--- src/rtl/vending_pkg.sv ---
// Shared vending-machine definitions: coin value codes and the acceptor state encoding.
package vending_pkg;

    localparam logic [3:0] COIN_1  = 4'b0001;
    localparam logic [3:0] COIN_2  = 4'b0010;
    localparam logic [3:0] COIN_5  = 4'b0101;
    localparam logic [3:0] COIN_10 = 4'b1010;

    typedef enum logic [1:0] {
        ACC_IDLE    = 2'd0,
        ACC_SETTLE  = 2'd1,
        ACC_EMIT    = 2'd2,
        ACC_RELEASE = 2'd3
    } acc_state_t;

    function automatic logic is_one_hot(input logic [3:0] p);
        return (p != 4'b0000) && ((p & (p - 4'b0001)) == 4'b0000);
    endfunction

    // Slot index to coin value; non-single-slot patterns have no value.
    function automatic logic [3:0] coin_code(input logic [3:0] p);
        logic [3:0] code;
        case (p)
            4'b0001: code = COIN_1;
            4'b0010: code = COIN_2;
            4'b0100: code = COIN_5;
            4'b1000: code = COIN_10;
            default: code = 4'b0000;
        endcase
        return code;
    endfunction

endpackage

--- src/rtl/sync_2ff.sv ---
// Two-flop synchronizer for asynchronous level inputs.
module sync_2ff #(
    parameter int WIDTH = 4
) (
    input  logic             clk,
    input  logic             rst_n,
    input  logic [WIDTH-1:0] d,
    output logic [WIDTH-1:0] q
);

    logic [WIDTH-1:0] meta_r;
    logic [WIDTH-1:0] sync_r;

    // Metastability-settling flop chain.
    always_ff @(posedge clk or negedge rst_n) begin
        if (!rst_n) begin
            meta_r <= {WIDTH{1'b0}};
            sync_r <= {WIDTH{1'b0}};
        end else begin
            meta_r <= d;
            sync_r <= meta_r;
        end
    end

    assign q = sync_r;

endmodule

--- src/rtl/coin_acceptor.sv ---
// Coin validator front end: synchronizes and debounces the slot sensors and
// turns each insertion into a single coin strobe or a single reject strobe.
module coin_acceptor
    import vending_pkg::*;
#(
    parameter int DEBOUNCE_CYC = 50000
) (
    input  logic       clk50m,
    input  logic       rst_n,
    input  logic [3:0] slot,
    input  logic       accept_en,
    output logic [3:0] coin,
    output logic       new_coin,
    output logic       reject,
    output logic       busy
);

    localparam int               CNT_W    = $clog2(DEBOUNCE_CYC + 1);
    localparam logic [CNT_W-1:0] CNT_ZERO = {CNT_W{1'b0}};
    localparam logic [CNT_W-1:0] CNT_ONE  = {{(CNT_W-1){1'b0}}, 1'b1};
    localparam logic [CNT_W-1:0] CNT_LAST = CNT_W'(DEBOUNCE_CYC - 1);

    logic [3:0]       slot_s;
    acc_state_t       state_r, state_n;
    logic [CNT_W-1:0] cnt_r, cnt_n;
    logic [3:0]       pat_r, pat_n;
    logic [3:0]       coin_r, coin_n;
    logic             new_coin_r, new_coin_n;
    logic             reject_r, reject_n;
    logic             busy_r, busy_n;

    sync_2ff #(.WIDTH(4)) u_sync (
        .clk   (clk50m),
        .rst_n (rst_n),
        .d     (slot),
        .q     (slot_s)
    );

    // Next-state and next-output logic; strobes are decided one edge early so they leave a flop.
    always_comb begin
        state_n    = state_r;
        cnt_n      = cnt_r;
        pat_n      = pat_r;
        coin_n     = coin_r;
        new_coin_n = 1'b0;
        reject_n   = 1'b0;
        case (state_r)
            ACC_IDLE: begin
                cnt_n = CNT_ZERO;
                if (slot_s != 4'b0000) begin
                    pat_n   = slot_s;
                    state_n = ACC_SETTLE;
                end else begin
                    state_n = ACC_IDLE;
                end
            end
            ACC_SETTLE: begin
                if (slot_s == 4'b0000) begin
                    cnt_n   = CNT_ZERO;
                    state_n = ACC_IDLE;
                end else if (slot_s != pat_r) begin
                    pat_n = slot_s;
                    cnt_n = CNT_ZERO;
                end else if (cnt_r == CNT_LAST) begin
                    cnt_n = CNT_ZERO;
                    if (is_one_hot(pat_r) && accept_en) begin
                        coin_n     = coin_code(pat_r);
                        new_coin_n = 1'b1;
                        state_n    = ACC_EMIT;
                    end else begin
                        reject_n = 1'b1;
                        state_n  = ACC_RELEASE;
                    end
                end else begin
                    cnt_n = cnt_r + CNT_ONE;
                end
            end
            ACC_EMIT: begin
                cnt_n   = CNT_ZERO;
                state_n = ACC_RELEASE;
            end
            ACC_RELEASE: begin
                // A held or bouncing coin keeps restarting the release window.
                if (slot_s != 4'b0000) begin
                    cnt_n = CNT_ZERO;
                end else if (cnt_r == CNT_LAST) begin
                    cnt_n   = CNT_ZERO;
                    state_n = ACC_IDLE;
                end else begin
                    cnt_n = cnt_r + CNT_ONE;
                end
            end
            default: begin
                cnt_n   = CNT_ZERO;
                state_n = ACC_IDLE;
            end
        endcase
        busy_n = (state_n != ACC_IDLE);
    end

    // State, counter and output registers.
    always_ff @(posedge clk50m or negedge rst_n) begin
        if (!rst_n) begin
            state_r    <= ACC_IDLE;
            cnt_r      <= CNT_ZERO;
            pat_r      <= 4'b0000;
            coin_r     <= 4'b0000;
            new_coin_r <= 1'b0;
            reject_r   <= 1'b0;
            busy_r     <= 1'b0;
        end else begin
            state_r    <= state_n;
            cnt_r      <= cnt_n;
            pat_r      <= pat_n;
            coin_r     <= coin_n;
            new_coin_r <= new_coin_n;
            reject_r   <= reject_n;
            busy_r     <= busy_n;
        end
    end

    assign coin     = coin_r;
    assign new_coin = new_coin_r;
    assign reject   = reject_r;
    assign busy     = busy_r;

endmodule

--- config.mk ---
export PLATFORM = sky130hd
export DESIGN_NAME = coin_acceptor
export DESIGN_NICKNAME = d
export VERILOG_FILES = /design/src/rtl/vending_pkg.sv /design/src/rtl/sync_2ff.sv /design/src/rtl/coin_acceptor.sv
export SDC_FILE = /design/constraint.sdc
export NUM_CORES = 1
export LEC_CHECK = 0
export CAP_MARGIN = 20
export CORE_AREA = 2 2 60 62
export DETAILED_ROUTE_END_ITERATION = 10
export DIE_AREA = 0 0 62 64
export PLACE_DENSITY = 0.74
export SLEW_MARGIN = 20
export SYNTH_ARGS = -nofsm -noshare
export SYNTH_HDL_FRONTEND = slang
export SYNTH_SLANG_ARGS = --single-unit
--- constraint.sdc ---
create_clock -name clk50m -period 2.1 [get_ports clk50m]
set_input_delay 0.63 -clock clk50m [delete_from_list [all_inputs] [get_ports clk50m]]
set_output_delay 0.63 -clock clk50m [all_outputs]
set_load 0.02 [all_outputs]
==> impl_metrics.env <==
export IMPL_cts_made_buffers=5
export IMPL_max_freq_mhz=512
export IMPL_cts_sinks=37
export IMPL_clk_latency_ns=0.33
export IMPL_hold_class="reg -> reg"
export IMPL_p_per_area_mw_per_mm2=658
export IMPL_root_buffer="clkbuf_4"
export IMPL_wl_mm=3.06
export IMPL_cp_data_arrival_time_ns=1.32
export IMPL_cap_violations=0
export IMPL_p_leak_nw=0.816
export IMPL_die_x_um=62
export IMPL_grt_overflow_total=0
export IMPL_vias_per_cell=5.63
export IMPL_ioPinCount=14
export IMPL_cts_htree_levels=2
export IMPL_worst_pin_slew_ns=0.621
export IMPL_postSynthAreaPerCell_um2=11.6
export IMPL_final_util=0.621
export IMPL_synth_largest_area_cell="dfrtp_1"
export IMPL_cp_top_family="buffers and inverters"
export IMPL_dr_pass1_iters=4
export IMPL_slew_violations=0
export IMPL_crit_chain="clkdlybuf4s50_1"
export IMPL_design_die_area_mm2=0.00397
export IMPL_ys_ff_latch=37
export IMPL_hold_buffers=0
export IMPL_fill_cells=274
export IMPL_grt_pass1_wl_mm=5.52
export IMPL_netlist_top_cells_area="dfrtp_1 53%, xnor2_1 5.5%, mux2_1 5.1%"
export IMPL_worstSetupPathType="reg -> out"
export IMPL_grt_usage=0.192
export IMPL_detail_route_antenna_nets=0
export IMPL_crit_required_ns=1.47
export IMPL_rows=21
export IMPL_cts_buffer_depth=2
export IMPL_maxSlewHeadroom=0.582
export IMPL_diodes=0
export IMPL_finClkSkew_ns=0.00710
export IMPL_die_h_um=64
export IMPL_placed_area_mm2=0.00195
export IMPL_worstSetupStartpointType="flop"
export IMPL_grt_max_degree=38
export IMPL_vias=1222
export IMPL_path_max_fanout=2
export IMPL_cts_resized=0
export IMPL_clk_pin_slew_worst_paths_ns=0.11
export IMPL_fin_area_mm2=0.00204
export IMPL_grt_pass1_vias=1134
export IMPL_ir_worst_vdd_v=0.000461
export IMPL_dpl_hpwl_mm=2.17
export IMPL_drt_iter0_markers=65
export IMPL_syn_cell_area_mm2=0.00175
export IMPL_timing_final_crit_share=0.930
export IMPL_setup_viol=0
export IMPL_io_buffers=13
export IMPL_nets=178
export IMPL_syn_nets=159
export IMPL_timing_hold_violations_final=0
export IMPL_yosys_warnings=0
export IMPL_cts_tree="built"
export IMPL_syn_to_final_growth_pct=16.5
export IMPL_max_stage_delay_ns=0.61
export IMPL_drc=0
export IMPL_ys_seq_area_frac=0.529
export IMPL_cp_end_kind="output pin"
export IMPL_finalCriticalPeriod_ns=1.95
export IMPL_worst_path_buf_inv=1
export IMPL_drive_gt1_frac=0.129
export IMPL_slowest_stage="clkdlybuf4s50_1"
export IMPL_synth_cell_types=36
export IMPL_post_cts_buffers=0
export IMPL_synthCells=151
export IMPL_tns_ns=0
export IMPL_synth_top_area_frac=0.529
export IMPL_status="complete, no violations"
export IMPL_start_util=0.533
export IMPL_antenna_found_initial=0
export IMPL_hold_worst_slack_ns=0.361
export IMPL_rsz0062_at_grt="false"
export IMPL_place_congestion=0.795
export IMPL_fp_coreArea_mm2=0.00328
export IMPL_post_drt_wl_per_cell_um=14.1
==> metrics by stage <==
| stage | power, mW | setup slack, ns | std cells |
|---|---|---|---|
| 2_1_floorplan | 0.801 | 0.308 | 151 |
| 3_3_place_gp | 0.835 | 0.0893 | 209 |
| 3_5_place_dp | 0.840 | 0.0279 | 209 |
| 4_1_cts | 1.36 | 0.127 | 217 |
| 5_1_grt | 1.41 | 0.00746 | 217 |
| 6_report | 1.34 | 0.148 | 217 |
==> registers in the layout (all words and copies together) (netlist names) <==
register / flops
coin: 4
busy: 1
cnt_r: 16
u_sync.meta_r: 4
u_sync.q: 4
state_r: 2
pat_r: 4
reject: 1
new_coin: 1
==> metal layers <==
metal | track usage | part of all wire | wire length, um
met5 | 0 | 0 | 0
met4 | 0.0798 | 0.018 | 55
met2 | 0.257 | 0.47 | 1430
met1 | 0.295 | 0.48 | 1470
met3 | 0.0425 | 0.034 | 103
==> power breakdown <==
| part | switching [mW] | internal [mW] | leakage [nW] | total [mW] |
|---|---|---|---|---|
| Combinational | 0.0412 | 0.0361 | 0.292 | 0.0772 |
| Clock | 0.235 | 0.283 | 0.0445 | 0.518 |
| Sequential | 0.0203 | 0.727 | 0.479 | 0.747 |
| Total | 0.296 | 1.05 | 0.816 | 1.34 |
==> worst paths after layout <==
check / start / to / slack (ns) / cells past startpoint
worst max-delay path: coin[3]$_DFFE_PN0P_ / coin[3] / 0.15 / 1
worst min-delay path: u_sync.meta_r[2]$_DFF_PN0_ / u_sync.q[2]$_DFF_PN0_ / 0.36 / 0
worst max register to register: cnt_r[5]$_DFF_PN0_ / coin[3]$_DFFE_PN0P_ / 0.17 / 4
worst min register to register: u_sync.meta_r[2]$_DFF_PN0_ / u_sync.q[2]$_DFF_PN0_ / 0.36 / 0
max in group asynchronous: rst_n / u_sync.q[3]$_DFF_PN0_ / 1.08 / 2
min in group asynchronous: rst_n / coin[2]$_DFFE_PN0P_ / 0.70 / 2
==> kinds of logic (layout without fill, tap and decap cells) <==
group,count (synthesis),after routing,share of synthesized area
compound gates,9,9,0.0386
xor+xnor,19,19,0.0951
fa+ha+maj,1,1,0.00715
buf+inv,11,31,0.0272
flops,37,37,0.529
mux,8,8,0.0515
simple gates,66,66,0.252
==> cell usage after synthesis <==
master / n
and4_2: 1
or4_1: 2
a211o_1: 1
and4b_1: 1
mux2_1: 8
nand3_1: 5
nor4b_1: 4
dfrtp_1: 37
or3_4: 1
nand2_4: 2
or4_4: 1
nor4_1: 4
nor4_4: 1
nand2_1: 2
a31oi_2: 1
o21ai_1: 2
o2bb2ai_1: 1
nand3_4: 1
a21oi_1: 1
clkbuf_1: 2
nor3b_1: 1
buf_2: 5
xnor2_1: 11
nor2_1: 9
and4_1: 4
a211oi_1: 2
ha_1: 1
xor2_1: 8
or3_1: 1
nand4_1: 6
o31ai_1: 1
nor3_1: 16
and3_1: 2
nor4bb_1: 1
inv_1: 4
and2_1: 1
==> placed cells by master, fill, tap and decap left out, types with 2 or more instances in the layout <==
cell type / n
a211oi_1: 2
and3_1: 2
and4_1: 4
buf_4: 6
clkbuf_4: 5
clkdlybuf4s50_1: 13
dfrtp_1: 37
inv_1: 4
mux2_1: 8
nand2_1: 2
nand2_4: 2
nand3_1: 5
nand4_1: 6
nor2_1: 9
nor3_1: 16
nor4_1: 4
nor4b_1: 4
o21ai_1: 2
or4_1: 2
xnor2_1: 11
xor2_1: 8
==> cell type report <==
| type | instances | area [um^2] | area share |
|---|---|---|---|
| clock buffers | 6 | 51.3 | 0.0252 |
| inverters | 4 | 15.0 | 0.00736 |
| well taps | 46 | 57.6 | 0.0282 |
| repair buffers | 19 | 175 | 0.0859 |
| flip-flops and latches | 37 | 926 | 0.454 |
| clock inverters | 2 | 37.5 | 0.0184 |
| multi-input cells | 103 | 777 | 0.381 |
Power figures use the tool's default switching activity.
